==> src/rtl/core_pkg.sv <==
// Shared core definitions: register index width, register count, datapath
// width, and the writeback request bundle used by the scoreboard.
package core_pkg;

   localparam int REG_IDX_W = 5;
   localparam int NREG      = 32;
   localparam int XLEN      = 32;

   // One writeback request (or one registered register-file write).
   typedef struct packed {
      logic                 valid;
      logic [REG_IDX_W-1:0] rd;
      logic [XLEN-1:0]      data;
   } wb_req_t;

endpackage

==> src/rtl/rr_arb2.sv <==
// Two-input round-robin arbiter with a single priority pointer bit.
// The pointer names the requester that wins when both ask (0 -> req0).
// The pointer only moves on a contended cycle, so a lone requester never
// steals the other's next turn.
//
// Handshake: a requester raises req and holds it until its gnt is seen
// high in the same cycle; gnt is purely combinational from req and the
// pointer flop.
module rr_arb2 (
   input  logic clk_i,
   input  logic rst_ni,
   input  logic req0_i,
   input  logic req1_i,
   output logic gnt0_o,
   output logic gnt1_o,
   output logic ptr_o
);

   logic ptr_q, ptr_d;

   // Grant selection and pointer update.
   always_comb begin
      gnt0_o = req0_i && (!req1_i || !ptr_q);
      gnt1_o = req1_i && (!req0_i ||  ptr_q);
      ptr_d  = ptr_q;
      if (req0_i && req1_i) begin
         ptr_d = ~ptr_q;
      end
   end

   // Pointer register; wb0 has priority out of reset.
   always_ff @(posedge clk_i or negedge rst_ni) begin
      if (!rst_ni) begin
         ptr_q <= 1'b0;
      end else begin
         ptr_q <= ptr_d;
      end
   end

   assign ptr_o = ptr_q;

endmodule

==> src/rtl/regfile_scoreboard.sv <==
// Register-file scoreboard and write-port arbiter.
// Tracks architectural registers with a result in flight (busy vector),
// holds off issue on RAW/WAW hazards, and merges the ALU (wb0) and load
// (wb1) writeback streams onto the single registered register-file write
// port.
//
// Handshakes: issue fires when issue_valid && issue_ready; a writeback
// request transfers when wbX_valid && wbX_ready. Ready signals are
// combinational; requesters hold valid/rd/data stable until ready.
module regfile_scoreboard #(
   parameter int NREG  = core_pkg::NREG,
   parameter int XLEN  = core_pkg::XLEN,
   parameter int CNT_W = 16
) (
   input  logic                          clk,
   input  logic                          rst_n,
   input  logic                          flush,
   input  logic                          issue_valid,
   input  logic [core_pkg::REG_IDX_W-1:0] issue_rs1,
   input  logic [core_pkg::REG_IDX_W-1:0] issue_rs2,
   input  logic [core_pkg::REG_IDX_W-1:0] issue_rd,
   input  logic                          issue_rd_we,
   output logic                          issue_ready,
   input  logic                          wb0_valid,
   input  logic [core_pkg::REG_IDX_W-1:0] wb0_rd,
   input  logic [XLEN-1:0]               wb0_data,
   output logic                          wb0_ready,
   input  logic                          wb1_valid,
   input  logic [core_pkg::REG_IDX_W-1:0] wb1_rd,
   input  logic [XLEN-1:0]               wb1_data,
   output logic                          wb1_ready,
   output logic                          rf_we,
   output logic [core_pkg::REG_IDX_W-1:0] rf_wr,
   output logic [XLEN-1:0]               rf_wd,
   output logic [NREG-1:0]               busy,
   output logic [CNT_W-1:0]              stall_cnt
);

   import core_pkg::*;

   logic [NREG-1:0]  busy_q, busy_d;
   logic [NREG-1:0]  set_vec, clr_vec;
   wb_req_t          wr_q, wr_d;
   wb_req_t          req0, req1, sel;
   logic [CNT_W-1:0] stall_q, stall_d;
   logic             issue_fire;
   logic             stall_inc;
   logic             gnt0, gnt1;
   logic             arb_ptr;

   // Pack the two writeback streams into request bundles.
   always_comb begin
      req0 = '{valid: wb0_valid, rd: wb0_rd, data: wb0_data};
      req1 = '{valid: wb1_valid, rd: wb1_rd, data: wb1_data};
   end

   rr_arb2 u_arb (
      .clk_i  (clk),
      .rst_ni (rst_n),
      .req0_i (req0.valid),
      .req1_i (req1.valid),
      .gnt0_o (gnt0),
      .gnt1_o (gnt1),
      .ptr_o  (arb_ptr)
   );

   // Hazard check against registered busy bits only (no same-cycle bypass).
   always_comb begin
      issue_ready = !flush
                    && !busy_q[issue_rs1]
                    && !busy_q[issue_rs2]
                    && !(issue_rd_we && busy_q[issue_rd]);
      issue_fire  = issue_valid && issue_ready;
   end

   // Busy next state: clear on the landed write, set on issue (set wins),
   // flush wipes everything, x0 is never busy.
   always_comb begin
      set_vec = '0;
      clr_vec = '0;
      if (issue_fire && issue_rd_we && (issue_rd != '0)) begin
         set_vec[issue_rd] = 1'b1;
      end
      if (wr_q.valid) begin
         clr_vec[wr_q.rd] = 1'b1;
      end
      if (flush) begin
         busy_d = '0;
      end else begin
         busy_d = (busy_q & ~clr_vec) | set_vec;
      end
      busy_d[0] = 1'b0;
   end

   // Write-port next state: capture the granted request; a grant to x0 is
   // accepted but produces no write. Address/data hold when idle.
   always_comb begin
      sel        = gnt1 ? req1 : req0;
      wr_d       = wr_q;
      wr_d.valid = 1'b0;
      if ((gnt0 || gnt1) && (sel.rd != '0)) begin
         wr_d.valid = 1'b1;
         wr_d.rd    = sel.rd;
         wr_d.data  = sel.data;
      end
   end

   // Stall counter next state: count refused issue attempts, saturating.
   always_comb begin
      stall_inc = issue_valid && !issue_ready && !flush;
      stall_d   = stall_q;
      if (stall_inc && (stall_q != {CNT_W{1'b1}})) begin
         stall_d = stall_q + CNT_W'(1);
      end
   end

   // State registers; reset drops any pending write and clears busy.
   always_ff @(posedge clk or negedge rst_n) begin
      if (!rst_n) begin
         busy_q  <= '0;
         wr_q    <= '0;
         stall_q <= '0;
      end else begin
         busy_q  <= busy_d;
         wr_q    <= wr_d;
         stall_q <= stall_d;
      end
   end

   assign wb0_ready = gnt0;
   assign wb1_ready = gnt1;
   assign rf_we     = wr_q.valid;
   assign rf_wr     = wr_q.rd;
   assign rf_wd     = wr_q.data;
   assign busy      = busy_q;
   assign stall_cnt = stall_q;

   // The pointer is kept visible for debug probing of arbitration order.
   logic unused_ptr;
   assign unused_ptr = arb_ptr;

endmodule

==> config.mk <==
export PLATFORM = sky130hd
export DESIGN_NAME = regfile_scoreboard
export DESIGN_NICKNAME = d
export VERILOG_FILES = /design/src/rtl/core_pkg.sv /design/src/rtl/rr_arb2.sv /design/src/rtl/regfile_scoreboard.sv
export SDC_FILE = /design/constraint.sdc
export NUM_CORES = 1
export LEC_CHECK = 0
export ABC_CLOCK_PERIOD_IN_PS = 4300
export CAP_MARGIN = 30
export CORE_MARGIN = 2
export CORE_UTILIZATION = 40
export DETAILED_ROUTE_END_ITERATION = 8
export GPL_TIMING_DRIVEN = 0
export PLACE_DENSITY = 0.73
export SLEW_MARGIN = 20
export SYNTH_ARGS = -nofsm -noshare
export SYNTH_HDL_FRONTEND = slang
export SYNTH_HIERARCHICAL = 1
export SYNTH_SLANG_ARGS = --single-unit
==> constraint.sdc <==
create_clock -name clk -period 4.3 [get_ports clk]
set_input_delay 0.86 -clock clk [delete_from_list [all_inputs] [get_ports clk]]
set_output_delay 0.86 -clock clk [all_outputs]
set_load 0.01 [all_outputs]
==> out/results.tsv <==
stage	metric	value	unit
yosys	Post-Syn Area	4982	µm²
yosys	synth top area cells	dfrtp_1 (43%), mux2i_1 (11%), mux4_2 (6.3%)	
pwr	P_leak	2.902	nW
finish	fraction of layout cells with a size suffix above 1	0.07092	
setup_path	Worst setup SP type	primary input	
floorplan	Initial Util	0.4131	
yosys	post-synthesis simple-gate area fraction	0.2002	
cts	H-tree Lvls	3	
yosys	Ys Warns	6	
pwr	Cell Pwr Density	410.3	nW/µm²
cts	CTS tree	built	
detailed_routing	DR DRC count	0	
placement	PortBufs	175	
sta	Final Skew	0.005965	ns
setup_path	WP data arrival	3.32	ns
pwr	sw frac	0.3168	
sta	worst-margin pin slew	0.7210	ns
floorplan	Core ar.	12060	µm²
sta	Slew headroom	0.5193	
floorplan	Die Wd	115.6	µm
cts	Reg clk slew, reported paths	0.06	ns
detailed_routing	number of iterations in the first detailed-routing pass	4	
detailed_routing	via-per-instance ratio	5.560	
detailed_routing	final wirelength	16.21	mm
detailed_routing	Routed WL per cell	18.56	µm
sta	Final Hold Fails	0	
yosys	register area share after synthesis	0.4319	
cts	CTS Hold Bufs	0	
global_route	antenna violations before repair	0	
yosys	Synth Area in Adders	0.002511	
yosys	post-synth cell types	50	
global_route	first-pass GRT wire length	25.83	mm
placement	post-DP HPWL	12.19	mm
yosys	area leader, netlist	dfrtp_1	
global_route	Total GRT Usage	0.2493	
finish	area grow syn2layout	47.21	%
yosys	Synth Instances	512	
pwr	VDD IR max	254.0	µV
setup_path	crit end category	output port	
detailed_routing	First DRT Iteration DRCs	321	
floorplan	Die H	115.6	µm
setup_path	WP data required	3.44	ns
placement	gpl congestion	0.8893	
yosys	post-synth top area share	0.4319	
yosys	main combinational cell family by area after synthesis	simple AND/OR/NAND/NOR gates	
detailed_routing	via count	4854	
cts	CTS Buf Count	9	
pwr	Seq pwr share	0.360	
run	Max Cap Viol	0	
yosys	Synthesized Nets	609	
yosys	Synth Area in Compound Gates	0.1208	
yosys	XOR/XNOR Fraction of Synth Area	0.02461	
yosys	top-count cell post-synth	dfrtp_1	
sta	fin crit period	4.180	ns
sta	Hold Slack	0.4853	ns
sta	RSZ-0062 raised after global routing	false	
yosys	post-synthesis mux area share	0.1856	
pwr	Psw	0.9533	mW
global_route	number of global-route vias before repair	4916	
floorplan	cell row count	40	
yosys	Post-Syn Area per Cell	9.731	µm²
pwr	combinational share of power	0.338	
setup_path	flop2flop setup slack	1.43	ns
finish	# diodes	0	
finish	Multi-input gate area	2663	µm²
pwr	Clock power frac	0.302	
detailed_routing	DRT antenna net count	0	
cts	root buffer cell	clkbuf_16	
status	status	completed	
hold_path	HP Class	in -> async	
cts	maximum root-to-sink buffer count	2	
sta	fin crit share	0.9721	
cts	Clock Latency Late Sink	0.34	ns
floorplan	IO Count	185	
pwr	Overall Power	3.009	mW
sta	final setup vio count	0	
finish	register area	2152	µm²
finish	fin util	0.6081	
setup_path	crit path max fanout	8	
yosys	Post-synth EDFFs	0	
pwr	Pint	2.056	mW
finish	fill count	1036	
yosys	Synth Flop Type	dfrtp_1	
cts	count of clock tree sinks	86	
setup_path	critical setup path kind	in -> out	
floorplan	die area	13360	µm²
sta	achievable frequency	239.2	MHz
global_route	pin count of the biggest net entering global routing	51	
yosys	Post-synth top cells	dfrtp_1 (86), mux2i_1 (53), o21ai_0 (43), nor2_1 (42), a21oi_1 (41)	
finish	nets	797	
sta	Final Slew Violations	0	
yosys	flop and latch count out of synthesis	86	
yosys	async set-reset flop share out of synthesis	1.000	
global_route	gr ovfl total	0	
-- power groups by stage --
stage	Combinational (mW)	Clock, mW	Sequential [mW]
5_1_grt	1.11	0.953	1.11
6_report	1.02	0.907	1.08
3_3_place_gp	1.00	0	1.09
2_1_floorplan	0.391	0	1.15
4_1_cts	1.02	0.917	1.09
3_5_place_dp	1.01	0	1.10
-- final cells by class --
type,instances,area share
flip-flops and latches,86,0.2934
inverters,7,0.003582
well taps,168,0.02866
plain buffers,34,0.02115
clock inverters,7,0.01672
multi-input cells,385,0.3630
repair buffers,177,0.2428
clock buffers,9,0.03071
-- layer usage --
layer  GRT usage  wire, µm  up-vias
met5           0         0        -
met2      0.3903      7451      242
met1      0.3176      6601     2349
li1            -         -     2235
met4     0.09398       348        0
met3     0.09048      1803       28
-- cells in the final DEF, fill, tap and decap left out, types with 3 or more instances in the layout --
master and n:
bufinv_16 3, mux2i_1 53, a21oi_1 41, buf_1 3
nor3b_1 3, o21ai_0 43, nor2b_1 22, buf_4 3
mux2_2 7, clkdlybuf4s50_1 171, nand3b_1 23, inv_1 6
dfrtp_1 86, clkbuf_1 25, clkbuf_16 9, or4_1 3
nor4_1 3, nor2_1 42, nand4_1 6, mux4_2 14
nand3_1 23, o21ai_1 7, nand2_1 34, xnor2_1 14
and3_1 12, dlygate4sd2_1 3, nor3_1 4
-- through the flow --
step | area [µm²] | worst slack [ns] | setup TNS, ns | std cells
6_report | 7335 | 0.1201 | 0 | 873
5_1_grt | 7335 | 0.003852 | 0 | 873
4_1_cts | 7335 | 0.09347 | 0 | 873
3_5_place_dp | 6969 | -0.4380 | -0.4380 | 856
3_3_place_gp | 6944 | -0.7451 | -63.86 | 855
2_1_floorplan | 4982 | 0.8460 | 0 | 512
-- cells by family (layout without fill, tap and decap cells) --
logic type      Yosys count  after routing
compound gates          109            109
fa+ha+maj                 1              1
other cells               1              1
xor+xnor                 14             14
simple gates            186            186
mux                      74             74
buf+inv                  41            234
flops                    86             86
-- worst paths after layout --
kind	to	from	cells past startpoint
setup / recovery	issue_ready	issue_rs1[1]	8
max in group asynchronous	busy[10]	rst_n	2
hold / removal	rf_wd[20]	rst_n	1
hold reg to reg	stall_cnt[11]	stall_cnt[11]	1
min in group clk	stall_cnt[11]	stall_cnt[11]	1
setup reg to reg	busy[27]	busy[18]	8
-- what timing repair did --
| action | in CTS | in global routing |
|---|---|---|
| gates resized for setup | 8 | 0 |
| setup endpoints to repair | 1 | 0 |
| buffers inserted | 1 | 0 |
-- registers in the layout, summed over array words and instances (netlist names) --
name and flops:
busy 31, rf_wd 32, rf_we 1, rf_wr 5
stall_cnt 16, u_arb/ptr_o 1
-- worst max-delay path, cell delays in order --
cell	delay, ns
clkbuf_1	0.37
mux4_2	0.56
mux2i_1	0.21
mux2_2	0.18
a21oi_1	0.06
a2111o_1	0.43
inv_2	0.09
clkdlybuf4s50_1	0.56
(Power assumes the default switching activity.)
